File: src/rtl/ahb_sdram_slave_if_if.sv
`timescale 1ns/1ps
// -----------------------------------------------------------------------------
// ahb_sdram_slave_if_if
// Bundle of every signal between the AHB-Lite slave front end and the outside
// world: the AHB-Lite slave port on one side and the SDRAM controller's
// valid/ready request port on the other.
//
//   AHB side     : hsel, haddr, htrans, hwrite, hsize, hready, hwdata (to slave)
//                  hrdata, hreadyout, hresp                             (from slave)
//   Memory side  : mem_addr, enable, w_en, r_en, wr_data              (from slave)
//                  busy_n, rd_data, rd_valid                           (to slave)
//
// modport slave  : the front end itself.
// modport master : the surrounding system (bus master plus controller).
// -----------------------------------------------------------------------------
interface ahb_sdram_slave_if_if #(
    parameter int ADDR_W = 12,
    parameter int DATA_W = 32
);
    // AHB-Lite
    logic              hsel;
    logic [31:0]       haddr;
    logic [1:0]        htrans;
    logic              hwrite;
    logic [2:0]        hsize;
    logic              hready;
    logic [DATA_W-1:0] hwdata;
    logic [DATA_W-1:0] hrdata;
    logic              hreadyout;
    logic              hresp;

    // SDRAM controller request port
    logic [ADDR_W-1:0] mem_addr;
    logic              enable;
    logic              w_en;
    logic              r_en;
    logic [DATA_W-1:0] wr_data;
    logic              busy_n;
    logic [DATA_W-1:0] rd_data;
    logic              rd_valid;

    modport slave (
        input  hsel, haddr, htrans, hwrite, hsize, hready, hwdata,
        output hrdata, hreadyout, hresp,
        output mem_addr, enable, w_en, r_en, wr_data,
        input  busy_n, rd_data, rd_valid
    );

    modport master (
        output hsel, haddr, htrans, hwrite, hsize, hready, hwdata,
        input  hrdata, hreadyout, hresp,
        input  mem_addr, enable, w_en, r_en, wr_data,
        output busy_n, rd_data, rd_valid
    );
endinterface

File: src/rtl/ahb_sdram_slave_if.sv
`timescale 1ns/1ps
// -----------------------------------------------------------------------------
// ahb_sdram_slave_if
// AHB-Lite slave front end for the SDRAM controller. Accepts single-word
// transfers, checks address window / alignment / size, and turns every valid
// transfer into exactly one valid/ready request toward the controller while
// holding the AHB data phase with hreadyout. Invalid transfers get the
// two-cycle AHB ERROR response and never reach the controller.
//
// Ports:
//   hclk : clock, rising edge
//   rst  : asynchronous, active-high reset
//   bus  : ahb_sdram_slave_if_if.slave (AHB slave port + controller request port)
//
// Parameters:
//   ADDR_W    : word-address width toward the controller
//   DATA_W    : bus / memory data width
//   BASE_ADDR : byte base of the window; only bits [31:ADDR_W+2] are decoded
// -----------------------------------------------------------------------------
module ahb_sdram_slave_if #(
    parameter int          ADDR_W    = 12,
    parameter int          DATA_W    = 32,
    parameter logic [31:0] BASE_ADDR = 32'h0000_0000
) (
    input logic                 hclk,
    input logic                 rst,
    ahb_sdram_slave_if_if.slave bus
);

    localparam int TAG_LSB = ADDR_W + 2;

    typedef enum logic [2:0] {
        ST_IDLE,
        ST_CAPTURE,
        ST_ISSUE,
        ST_WAIT_RD,
        ST_DONE,
        ST_ERR1,
        ST_ERR2
    } state_t;

    state_t state_reg, state_next;

    logic [ADDR_W-1:0] mem_addr_reg, mem_addr_next;
    logic              hwrite_reg,   hwrite_next;
    logic [DATA_W-1:0] wr_data_reg,  wr_data_next;
    logic              enable_reg,   enable_next;
    logic              w_en_reg,     w_en_next;
    logic              r_en_reg,     r_en_next;
    logic [DATA_W-1:0] hrdata_reg,   hrdata_next;

    logic hreadyout_dec;
    logic hresp_dec;

    // Address-phase decode
    logic acc;
    logic addr_hit;
    logic addr_aligned;
    logic size_word;
    logic xfer_ok;

    // htrans[0] only separates NONSEQ from SEQ, which this slave treats alike.
    logic unused_htrans_lsb;
    assign unused_htrans_lsb = bus.htrans[0];

    assign acc          = bus.hsel & bus.hready & bus.htrans[1];
    assign addr_hit     = (bus.haddr[31:TAG_LSB] == BASE_ADDR[31:TAG_LSB]);
    assign addr_aligned = (bus.haddr[1:0] == 2'b00);
    assign size_word    = (bus.hsize == 3'b010);
    assign xfer_ok      = addr_hit & addr_aligned & size_word;

    // -------------------------------------------------------------------------
    // State and datapath registers
    // -------------------------------------------------------------------------
    always_ff @(posedge hclk or posedge rst) begin
        if (rst) begin
            state_reg    <= ST_IDLE;
            mem_addr_reg <= '0;
            hwrite_reg   <= 1'b0;
            wr_data_reg  <= '0;
            enable_reg   <= 1'b0;
            w_en_reg     <= 1'b0;
            r_en_reg     <= 1'b0;
            hrdata_reg   <= '0;
        end else begin
            state_reg    <= state_next;
            mem_addr_reg <= mem_addr_next;
            hwrite_reg   <= hwrite_next;
            wr_data_reg  <= wr_data_next;
            enable_reg   <= enable_next;
            w_en_reg     <= w_en_next;
            r_en_reg     <= r_en_next;
            hrdata_reg   <= hrdata_next;
        end
    end

    // -------------------------------------------------------------------------
    // Next-state, next-register values and state-decoded AHB response
    // -------------------------------------------------------------------------
    always_comb begin
        state_next    = state_reg;
        mem_addr_next = mem_addr_reg;
        hwrite_next   = hwrite_reg;
        wr_data_next  = wr_data_reg;
        enable_next   = enable_reg;
        w_en_next     = w_en_reg;
        r_en_next     = r_en_reg;
        hrdata_next   = hrdata_reg;
        hreadyout_dec = 1'b1;
        hresp_dec     = 1'b0;

        case (state_reg)
            // States in which the data phase is (or is about to be) complete,
            // so a new address phase may be taken. ERR2 differs only in hresp.
            ST_IDLE, ST_DONE, ST_ERR2: begin
                hresp_dec = (state_reg == ST_ERR2);
                if (acc) begin
                    if (xfer_ok) begin
                        state_next    = ST_CAPTURE;
                        mem_addr_next = bus.haddr[ADDR_W+1:2];
                        hwrite_next   = bus.hwrite;
                    end else begin
                        state_next = ST_ERR1;
                    end
                end else begin
                    state_next = ST_IDLE;
                end
            end

            // hwdata is only valid now (data phase), so the request is built
            // one cycle after the address was accepted.
            ST_CAPTURE: begin
                hreadyout_dec = 1'b0;
                if (hwrite_reg) begin
                    wr_data_next = bus.hwdata;
                end
                enable_next = 1'b1;
                w_en_next   = hwrite_reg;
                r_en_next   = ~hwrite_reg;
                state_next  = ST_ISSUE;
            end

            // Request held stable until the controller takes it.
            ST_ISSUE: begin
                hreadyout_dec = 1'b0;
                if (bus.busy_n) begin
                    enable_next = 1'b0;
                    w_en_next   = 1'b0;
                    r_en_next   = 1'b0;
                    state_next  = hwrite_reg ? ST_DONE : ST_WAIT_RD;
                end
            end

            ST_WAIT_RD: begin
                hreadyout_dec = 1'b0;
                if (bus.rd_valid) begin
                    hrdata_next = bus.rd_data;
                    state_next  = ST_DONE;
                end
            end

            // First cycle of the two-cycle ERROR response.
            ST_ERR1: begin
                hreadyout_dec = 1'b0;
                hresp_dec     = 1'b1;
                state_next    = ST_ERR2;
            end

            default: begin
                state_next = ST_IDLE;
            end
        endcase
    end

    // -------------------------------------------------------------------------
    // Outputs
    // -------------------------------------------------------------------------
    assign bus.hreadyout = hreadyout_dec;
    assign bus.hresp     = hresp_dec;
    assign bus.hrdata    = hrdata_reg;
    assign bus.mem_addr  = mem_addr_reg;
    assign bus.enable    = enable_reg;
    assign bus.w_en      = w_en_reg;
    assign bus.r_en      = r_en_reg;
    assign bus.wr_data   = wr_data_reg;

endmodule

File: src/flat_wrapper.sv
// flat-port wrapper written by rule: the top's interface ports become plain ports
module ahb_sdram_slave_if_flat 
#(
    parameter int          ADDR_W    = 12,
    parameter int          DATA_W    = 32,
    parameter logic [31:0] BASE_ADDR = 32'h0000_0000
)
  (hclk, rst, bus_hsel, bus_haddr, bus_htrans, bus_hwrite, bus_hsize, bus_hready, bus_hwdata, bus_hrdata, bus_hreadyout, bus_hresp, bus_mem_addr, bus_enable, bus_w_en, bus_r_en, bus_wr_data, bus_busy_n, bus_rd_data, bus_rd_valid);
  ahb_sdram_slave_if_if #(.ADDR_W(ADDR_W), .DATA_W(DATA_W)) bus_i ();
  input logic hclk;
  input logic rst;
  input wire logic [$bits(bus_i.hsel)-1:0] bus_hsel;
  input wire logic [$bits(bus_i.haddr)-1:0] bus_haddr;
  input wire logic [$bits(bus_i.htrans)-1:0] bus_htrans;
  input wire logic [$bits(bus_i.hwrite)-1:0] bus_hwrite;
  input wire logic [$bits(bus_i.hsize)-1:0] bus_hsize;
  input wire logic [$bits(bus_i.hready)-1:0] bus_hready;
  input wire logic [$bits(bus_i.hwdata)-1:0] bus_hwdata;
  output wire logic [$bits(bus_i.hrdata)-1:0] bus_hrdata;
  output wire logic [$bits(bus_i.hreadyout)-1:0] bus_hreadyout;
  output wire logic [$bits(bus_i.hresp)-1:0] bus_hresp;
  output wire logic [$bits(bus_i.mem_addr)-1:0] bus_mem_addr;
  output wire logic [$bits(bus_i.enable)-1:0] bus_enable;
  output wire logic [$bits(bus_i.w_en)-1:0] bus_w_en;
  output wire logic [$bits(bus_i.r_en)-1:0] bus_r_en;
  output wire logic [$bits(bus_i.wr_data)-1:0] bus_wr_data;
  input wire logic [$bits(bus_i.busy_n)-1:0] bus_busy_n;
  input wire logic [$bits(bus_i.rd_data)-1:0] bus_rd_data;
  input wire logic [$bits(bus_i.rd_valid)-1:0] bus_rd_valid;
  assign bus_i.hsel = bus_hsel;
  assign bus_i.haddr = bus_haddr;
  assign bus_i.htrans = bus_htrans;
  assign bus_i.hwrite = bus_hwrite;
  assign bus_i.hsize = bus_hsize;
  assign bus_i.hready = bus_hready;
  assign bus_i.hwdata = bus_hwdata;
  assign bus_hrdata = bus_i.hrdata;
  assign bus_hreadyout = bus_i.hreadyout;
  assign bus_hresp = bus_i.hresp;
  assign bus_mem_addr = bus_i.mem_addr;
  assign bus_enable = bus_i.enable;
  assign bus_w_en = bus_i.w_en;
  assign bus_r_en = bus_i.r_en;
  assign bus_wr_data = bus_i.wr_data;
  assign bus_i.busy_n = bus_busy_n;
  assign bus_i.rd_data = bus_rd_data;
  assign bus_i.rd_valid = bus_rd_valid;
  ahb_sdram_slave_if #(.ADDR_W(ADDR_W), .DATA_W(DATA_W), .BASE_ADDR(BASE_ADDR)) u_core (.hclk(hclk), .rst(rst), .bus(bus_i));
endmodule
File: config.mk
export PLATFORM = sky130hd
export DESIGN_NAME = ahb_sdram_slave_if_flat
export DESIGN_NICKNAME = d
export VERILOG_FILES = /design/src/rtl/ahb_sdram_slave_if_if.sv /design/src/rtl/ahb_sdram_slave_if.sv /design/src/flat_wrapper.sv
export SDC_FILE = /design/constraint.sdc
export NUM_CORES = 1
export LEC_CHECK = 0
export BUFFER_PORTS_ARGS = -buffer_cell sky130_fd_sc_hd__buf_2
export CAP_MARGIN = 20
export CORE_ASPECT_RATIO = 1.25
export CORE_MARGIN = 3
export CORE_UTILIZATION = 39
export CTS_CLUSTER_SIZE = 28
export DETAILED_ROUTE_END_ITERATION = 12
export PLACE_DENSITY = 0.75
export SYNTH_ARGS = -nofsm -noshare
export SYNTH_HDL_FRONTEND = slang
export SYNTH_SLANG_ARGS = --single-unit
File: constraint.sdc
create_clock -name hclk -period 2.7 [get_ports hclk]
set_input_delay 0.405 -clock hclk [delete_from_list [all_inputs] [get_ports hclk]]
set_output_delay 0.405 -clock hclk [all_outputs]
set_load 0.02 [all_outputs]
* After elaboration in Yosys (flattened, before gate mapping)
Cells that the tools add are included.
Word-level totals: output and inout bits 81, register bits 83, input port bits 108
Cells by class: eq/ne operators 9, multiplexer cells 12, reduce and logical (&&, ||, !) cells 11, bitwise operators 5
Operator list (number):
- $logic_not A18 Y1 | 1
- $mux W3 | 5
- $pmux W3 S5 | 1
- $eq A3 B2 Y1 const B | 3
- $eq A3 B3 Y1 const B | 3
- $pmux W1 S2 | 4
- $reduce_and A2 Y1 | 4
- $and A1 B1 Y1 | 4
- $ne A2 B2 Y1 const B | 2
- $reduce_or A4 Y1 | 1
- $eq A3 B1 Y1 const B | 1
- $logic_not A3 Y1 | 1
- $reduce_and A3 Y1 | 1
- $reduce_or A3 Y1 | 1
- $logic_not A2 Y1 | 1
- $mux W1 | 2
- $reduce_bool A2 Y1 | 1
- $not A1 Y1 | 1

* Longest topological paths before layout
Gate-level depths: netlist of run 1.
depth after elaboration 6, gate-level depth with buffers 6, gate-level depth less buffers 4

* Worst setup path before layout of run 1
No wires, ideal clock.
path kind flip-flop to flip-flop, from register u_core.state_reg[1], to register u_core.mem_addr_reg[0], in the netlist u_core.bus.mem_addr[0], clock period less this slack 2.029 ns, buffers on the path 2, setup time 0.125 ns, required time 2.575 ns, data arrival time 1.904 ns, slack 0.671 ns, stages on the path, launching flop included 7, cells stage by stage dfrtp_1 > buf_6 > nor2b_4 > or4b_4 > nor3_4 > buf_6 > mux2_2
On the way: word-level cells in the longest chain between the ends 3
RTL lines:
- start: declaration | RTL line ahb_sdram_slave_if.sv:42 | state_t state_reg, state_next;
- start signal: assignment | RTL line ahb_sdram_slave_if.sv:86 | state_reg <= state_next;
- $eq A3 B3 Y1 or $logic_not A3 Y1 (tied branches) | RTL line ahb_sdram_slave_if.sv:112 | case (state_reg)
- $reduce_or A3 Y1 * | RTL line ahb_sdram_slave_if.sv:112
- $reduce_and A3 Y1 (no source line) *
- end signal: assignment | RTL line ahb_sdram_slave_if.sv:87 | mem_addr_reg <= mem_addr_next;
- end: declaration | RTL line ahb_sdram_slave_if.sv:44 | logic [ADDR_W-1:0] mem_addr_reg, mem_addr_next;
Every way passes the cells marked *; elsewhere a longest branch is shown, timed or not. A chain may end at the register's enable or synchronous reset.

* Worst setup path after layout of run 1
from register u_core.state_reg[1], to register u_core.mem_addr_reg[3], in the netlist u_core.bus.mem_addr[3]
Same word-level chain as after synthesis.

==> results.sh, run 1 <==
export IMPL_hpwl_microns=5642
export IMPL_dieHeight_microns=108.6
export IMPL_drc_errors=0
export IMPL_r2r_start="u_core.state_reg[1]"
export IMPL_setup_viol=0
export IMPL_design_core_area_sq_um=7973
export IMPL_finalCriticalPeriod_ns=2.270
export IMPL_synth_area_sq_um=3282
export IMPL_cts_htree_levels=3
export IMPL_grt_max_degree=84
export IMPL_viasPerCell=4.792
export IMPL_numPortBuffers=187
export IMPL_clock_sinks=83
export IMPL_synth_edf_count=0
export IMPL_drv_cap=0
export IMPL_insertion_delay_ns=0.34
export IMPL_clockBufferDepth=2
export IMPL_r2r_cells=4
export IMPL_cts_root_buffer="clkbuf_8"
export IMPL_worstSetupEndpointType="flop"
export IMPL_final_nets=515
export IMPL_ys_seq_area_frac=0.6329
export IMPL_grt_pass1_vias=2553
export IMPL_worstPathMaxFanout=13
export IMPL_ys_ff_latch=83
export IMPL_clkTransAtPathRegs_ns=0.08
export IMPL_cts_setup_buffers=0
export IMPL_globalplace_congestion=0.7071
export IMPL_fmax_mhz=440.6
export IMPL_die_area_sq_um=9559
export IMPL_synthFlopType="dfrtp_1"
export IMPL_synth_nets=323
export IMPL_n_antenna_cell=0
export IMPL_rr_endpoint="u_core.bus.mem_addr[3]"
export IMPL_drt_wl_total_microns=7385
export IMPL_grt_setup_unrepaired="false"
export IMPL_yosys_warnings=0
export IMPL_hold_violations=0
export IMPL_whs_ns=0.1544
export IMPL_ctsHoldBuffers=0
export IMPL_start_util=0.4116
export IMPL_p_leak_nw=2.545
export IMPL_syn2layout_area_growth_pct=37.02
export IMPL_grt_pass1_wl_microns=11300
export IMPL_path_class="flop to flop"
export IMPL_setup_tns_ns=0
export IMPL_status="completed"
export IMPL_slew_viol_final=0
export IMPL_holdCritPathClass="input port to asynchronous set/reset pin"
export IMPL_cts_made_buffers=9
export IMPL_layout_commonest_cell="buf_2"
export IMPL_p_per_area_nw_per_um2=815.0
export IMPL_cts_tree="yes"
export IMPL_worstPathRequired_ns=2.93
export IMPL_synthArstFlopShare=1.000
export IMPL_grtUsageTotal=0.1550
export IMPL_first_pass_iters=4
export IMPL_regToRegSetupSlack_ns=0.43
export IMPL_tightest_slew_ns=0.6006
export IMPL_cts_resized=0
export IMPL_ios=189
export IMPL_fp_dieW_microns=88.05
export IMPL_ir_drop_mv=0.4991
export IMPL_wl_per_cell_microns=14.59
export IMPL_antenna_found_initial=0
export IMPL_final_cell_mix="buf_2 (187), dfrtp_1 (83), mux2_2 (77)"
export IMPL_drtIter0Drc=66
export IMPL_num_vias=2425
export IMPL_drive_gt1_frac=0.6983
export IMPL_fp_row_count=36
export IMPL_post_route_period_util=0.8407
export IMPL_yosys_cell_types_count=29
export IMPL_syn_instance_count=215
export IMPL_relSlewSlack=0.5983
export IMPL_final_antenna_net_count=0
export IMPL_crit_path_start_kind="flop"
export IMPL_fin_skew_ns=0.009414
export IMPL_grt_overflow_total=0
export IMPL_cp_arrival_ns=2.50
export IMPL_avgSynthCellArea_sq_um=15.26
export IMPL_final_util=0.5640
area by class of cell:
class	count	area, sq um
flip-flops and latches	83	2077
well taps	95	118.9
clock inverters	3	15.01
clock buffers	12	145.1
fillers	701	3476
repair buffers	191	991.0
inverters	3	12.51
multi-input cells	119	1137
routing by layer:
layer  routed length, microns  GRT usage  part of all wire
met2                     4000     0.2877              0.54
met1                     2503     0.1503              0.34
met3                      743    0.05412              0.10
met4                      137    0.07127             0.019
met5                        0          0                 0
critical path: stages (launching register included):
cell,delay (ns)
dfrtp_1,0.46
nor2b_4,0.18
or4b_4,0.55
nor3_4,0.55
mux2_2,0.40
synth_stat cells, types with 2 or more instances:
master | n | area share
inv_1 | 3 | 0.0034
buf_1 | 2 | 0.0023
dfrtp_1 | 83 | 0.63
buf_2 | 3 | 0.0046
xor2_1 | 2 | 0.0053
mux2_2 | 77 | 0.26
clkbuf_1 | 3 | 0.0034
nand2_1 | 4 | 0.0046
buf_6 | 2 | 0.0069
a22oi_1 | 2 | 0.0046
nor4_1 | 4 | 0.0076
a21oi_1 | 5 | 0.0076
nor3_1 | 2 | 0.0031
o21ai_0 | 4 | 0.0061
nor2_1 | 5 | 0.0057
how the worst max path moves through the flow:
| stage | depth (start not counted) | startpoint | slack [ns] | endpoint |
|---|---|---|---|---|
| 2_1_floorplan | 1 | rst | 0.16 | u_core.bus.enable |
| 3_3_place_gp | 4 | u_core.state_reg[1] | 0.47 | u_core.bus.mem_addr[0] |
| 3_5_place_dp | 4 | u_core.state_reg[1] | 0.42 | u_core.bus.mem_addr[5] |
| 4_1_cts | 4 | u_core.state_reg[1] | 0.41 | u_core.bus.mem_addr[5] |
| 5_1_grt | 4 | u_core.state_reg[1] | 0.31 | u_core.bus.mem_addr[5] |
| 6_report | 4 | u_core.state_reg[1] | 0.43 | u_core.bus.mem_addr[3] |
where the power goes:
group          switching [mW]  internal (mW)  total (mW)
registers               0.147           1.52        1.66
logic                   0.704          0.544        1.25
clock network           0.403          0.350       0.753
logic make-up (layout without fill, tap and decap cells):
| group | count (synthesis) | after routing | synth area share |
|---|---|---|---|
| flops | 83 | 83 | 0.6329 |
| mux | 77 | 77 | 0.2642 |
| xor+xnor | 2 | 2 | 0.005338 |
| simple gates | 26 | 26 | 0.05109 |
| buf+inv | 13 | 209 | 0.02059 |
| compound gates | 14 | 14 | 0.02592 |
stage by stage:
stage | instances | total power [mW] | setup slack [ns] | instance area (sq um)
after floorplan | 215 | 2.503 | 0.1582 | 3282
after global placement | 491 | 2.904 | 0.4663 | 4337
after detailed placement | 491 | 2.959 | 0.4185 | 4337
after CTS | 506 | 3.734 | 0.4139 | 4497
after global routing | 506 | 3.906 | 0.3148 | 4497
final | 506 | 3.665 | 0.4301 | 4497
Note: power is estimated with default switching activity, not from simulation.
==> run 2: changes to the inputs <==
--- a/config.mk
+++ b/config.mk
@@ -9,10 +9,10 @@
 export CAP_MARGIN = 20
 export CORE_ASPECT_RATIO = 1.25
 export CORE_MARGIN = 3
-export CORE_UTILIZATION = 39
+export CORE_UTILIZATION = 40
 export CTS_CLUSTER_SIZE = 28
 export DETAILED_ROUTE_END_ITERATION = 12
-export PLACE_DENSITY = 0.75
+export PLACE_DENSITY = 0.74
 export SYNTH_ARGS = -nofsm -noshare
 export SYNTH_HDL_FRONTEND = slang
 export SYNTH_SLANG_ARGS = --single-unit
==> constraint.sdc (replaced) <==
create_clock -name hclk -period 2.2 [get_ports hclk]
set_input_delay 0.33 -clock hclk [delete_from_list [all_inputs] [get_ports hclk]]
set_output_delay 0.33 -clock hclk [all_outputs]
set_load 0.02 [all_outputs]
==> run 2 against run 1 <==
Effect of this change: register-to-register slack worse by 0.26 ns; first-iteration DRC count down 38%; utilization up 1.5 points; sequential power up 22%; critical path type unchanged; critical endpoint is now u_core.bus.mem_addr[6]; largest power group unchanged; highest routed layer unchanged.
==> results.sh, run 2 (synthesized netlist as in run 1, its figures left out) <==
export IMPL_cts_made_buffers=9
export IMPL_fmax_mhz=492.9
export IMPL_p_leak_nw=2.574
export IMPL_total_power_mw=4.724
export IMPL_insertion_delay_ns=0.33
export IMPL_cp_arrival_ns=2.25
export IMPL_first_pass_iters=4
export IMPL_worstPathRequired_ns=2.42
export IMPL_num_vias=2448
export IMPL_clockBufferDepth=2
export IMPL_start_util=0.4163
export IMPL_syn2layout_area_growth_pct=39.12
export IMPL_setup_tns_ns=0
export IMPL_die_area_sq_um=9334
export IMPL_grtUsageTotal=0.1667
export IMPL_ios=189
export IMPL_hpwl_microns=5977
export IMPL_globalplace_congestion=0.6798
export IMPL_numPortBuffers=187
export IMPL_cts_tree="yes"
export IMPL_viasPerCell=4.809
export IMPL_hold_violations=0
export IMPL_path_class="flop to flop"
export IMPL_worstSetupEndpointType="flop"
export IMPL_worstPathMaxFanout=13
export IMPL_cts_root_buffer="clkbuf_8"
export IMPL_tightest_slew_ns=0.7598
export IMPL_post_route_period_util=0.9222
export IMPL_final_cell_mix="buf_2 (187), dfrtp_1 (83), mux2_2 (77)"
export IMPL_fp_dieW_microns=87.02
export IMPL_grt_setup_unrepaired="false"
export IMPL_status="completed"
export IMPL_dieHeight_microns=107.3
export IMPL_setup_viol=0
export IMPL_crit_path_start_kind="flop"
export IMPL_slew_viol_final=0
export IMPL_grt_max_degree=41
export IMPL_ctsHoldBuffers=0
export IMPL_drc_errors=0
export IMPL_layout_commonest_cell="buf_2"
export IMPL_drt_wl_total_microns=7786
export IMPL_grt_overflow_total=0
export IMPL_cts_htree_levels=3
export IMPL_design_core_area_sq_um=7883
export IMPL_grt_pass1_vias=2534
export IMPL_n_antenna_cell=0
export IMPL_grt_pass1_wl_microns=12170
export IMPL_whs_ns=0.1246
export IMPL_clock_sinks=83
export IMPL_antenna_found_initial=0
export IMPL_drive_gt1_frac=0.7005
export IMPL_fin_skew_ns=0.006515
export IMPL_finalCriticalPeriod_ns=2.029
export IMPL_p_per_area_nw_per_um2=1035
export IMPL_final_nets=519
export IMPL_cts_resized=0
export IMPL_drtIter0Drc=41
export IMPL_ir_drop_mv=0.8651
export IMPL_holdCritPathClass="input port to asynchronous set/reset pin"
export IMPL_fp_row_count=36
export IMPL_relSlewSlack=0.4924
export IMPL_wl_per_cell_microns=15.30
export IMPL_clkTransAtPathRegs_ns=0.08
export IMPL_drv_cap=0
export IMPL_final_antenna_net_count=0
export IMPL_cts_setup_buffers=0
## run 2: where the power goes
| group | internal (mW) | switching (mW) |
|---|---|---|
| combinational | 0.681 | 0.890 |
| sequential | 1.86 | 0.173 |
| clock | 0.627 | 0.492 |
## run 2: path summary, 6_finish.rpt
kind | slack (ns) | end | depth (start not counted) | start
worst max-delay path | 0.17 | u_core.bus.mem_addr[6] | 5 | u_core.state_reg[2]
max in group asynchronous | 1.43 | u_core.bus.hrdata[23] | 3 | rst
worst min-delay path | 0.12 | u_core.bus.hrdata[13] | 2 | rst
worst min register to register | 0.50 | u_core.bus.hrdata[1] | 1 | u_core.bus.hrdata[1]
worst max register to register | 0.17 | u_core.bus.mem_addr[6] | 5 | u_core.state_reg[2]
min in group hclk | 0.22 | u_core.bus.mem_addr[3] | 2 | bus_haddr[5]
## run 2: area by class of cell
class | instances | area (sq um)
Clock buffer | 11 | 131.4
Clock inverter | 3 | 65.06
Fill cell | 676 | 3317
Inverter | 3 | 15.01
Multi-Input combinational cell | 119 | 1137
Sequential cell | 83 | 2077
Tap cell | 95 | 118.9
Timing Repair Buffer | 195 | 1021
## run 2: through the flow
stage	cells	utilization	cell area (sq um)	setup WS, ns
finish	509	0.5792	4566	0.1712
detailed placement	495	0.5543	4369	0.1909
CTS	509	0.5792	4566	0.1679
floorplan	215	-	3286	0.1715
global route	509	0.5792	4566	0.07188
global placement	495	0.5543	4369	0.2244
## run 2: per-layer routing
layer,GRT usage,routed length (microns)
met5,0,0
met4,0.06347,178
met3,0.05130,661
met2,0.2975,4211
met1,0.1820,2734
## run 2: critical path: stages (launching register included)
cell and delay (ns):
dfrtp_1 0.50, nor2b_4 0.10, or4b_4 0.55, nor3_4 0.18, buf_4 0.23, mux2_2 0.36
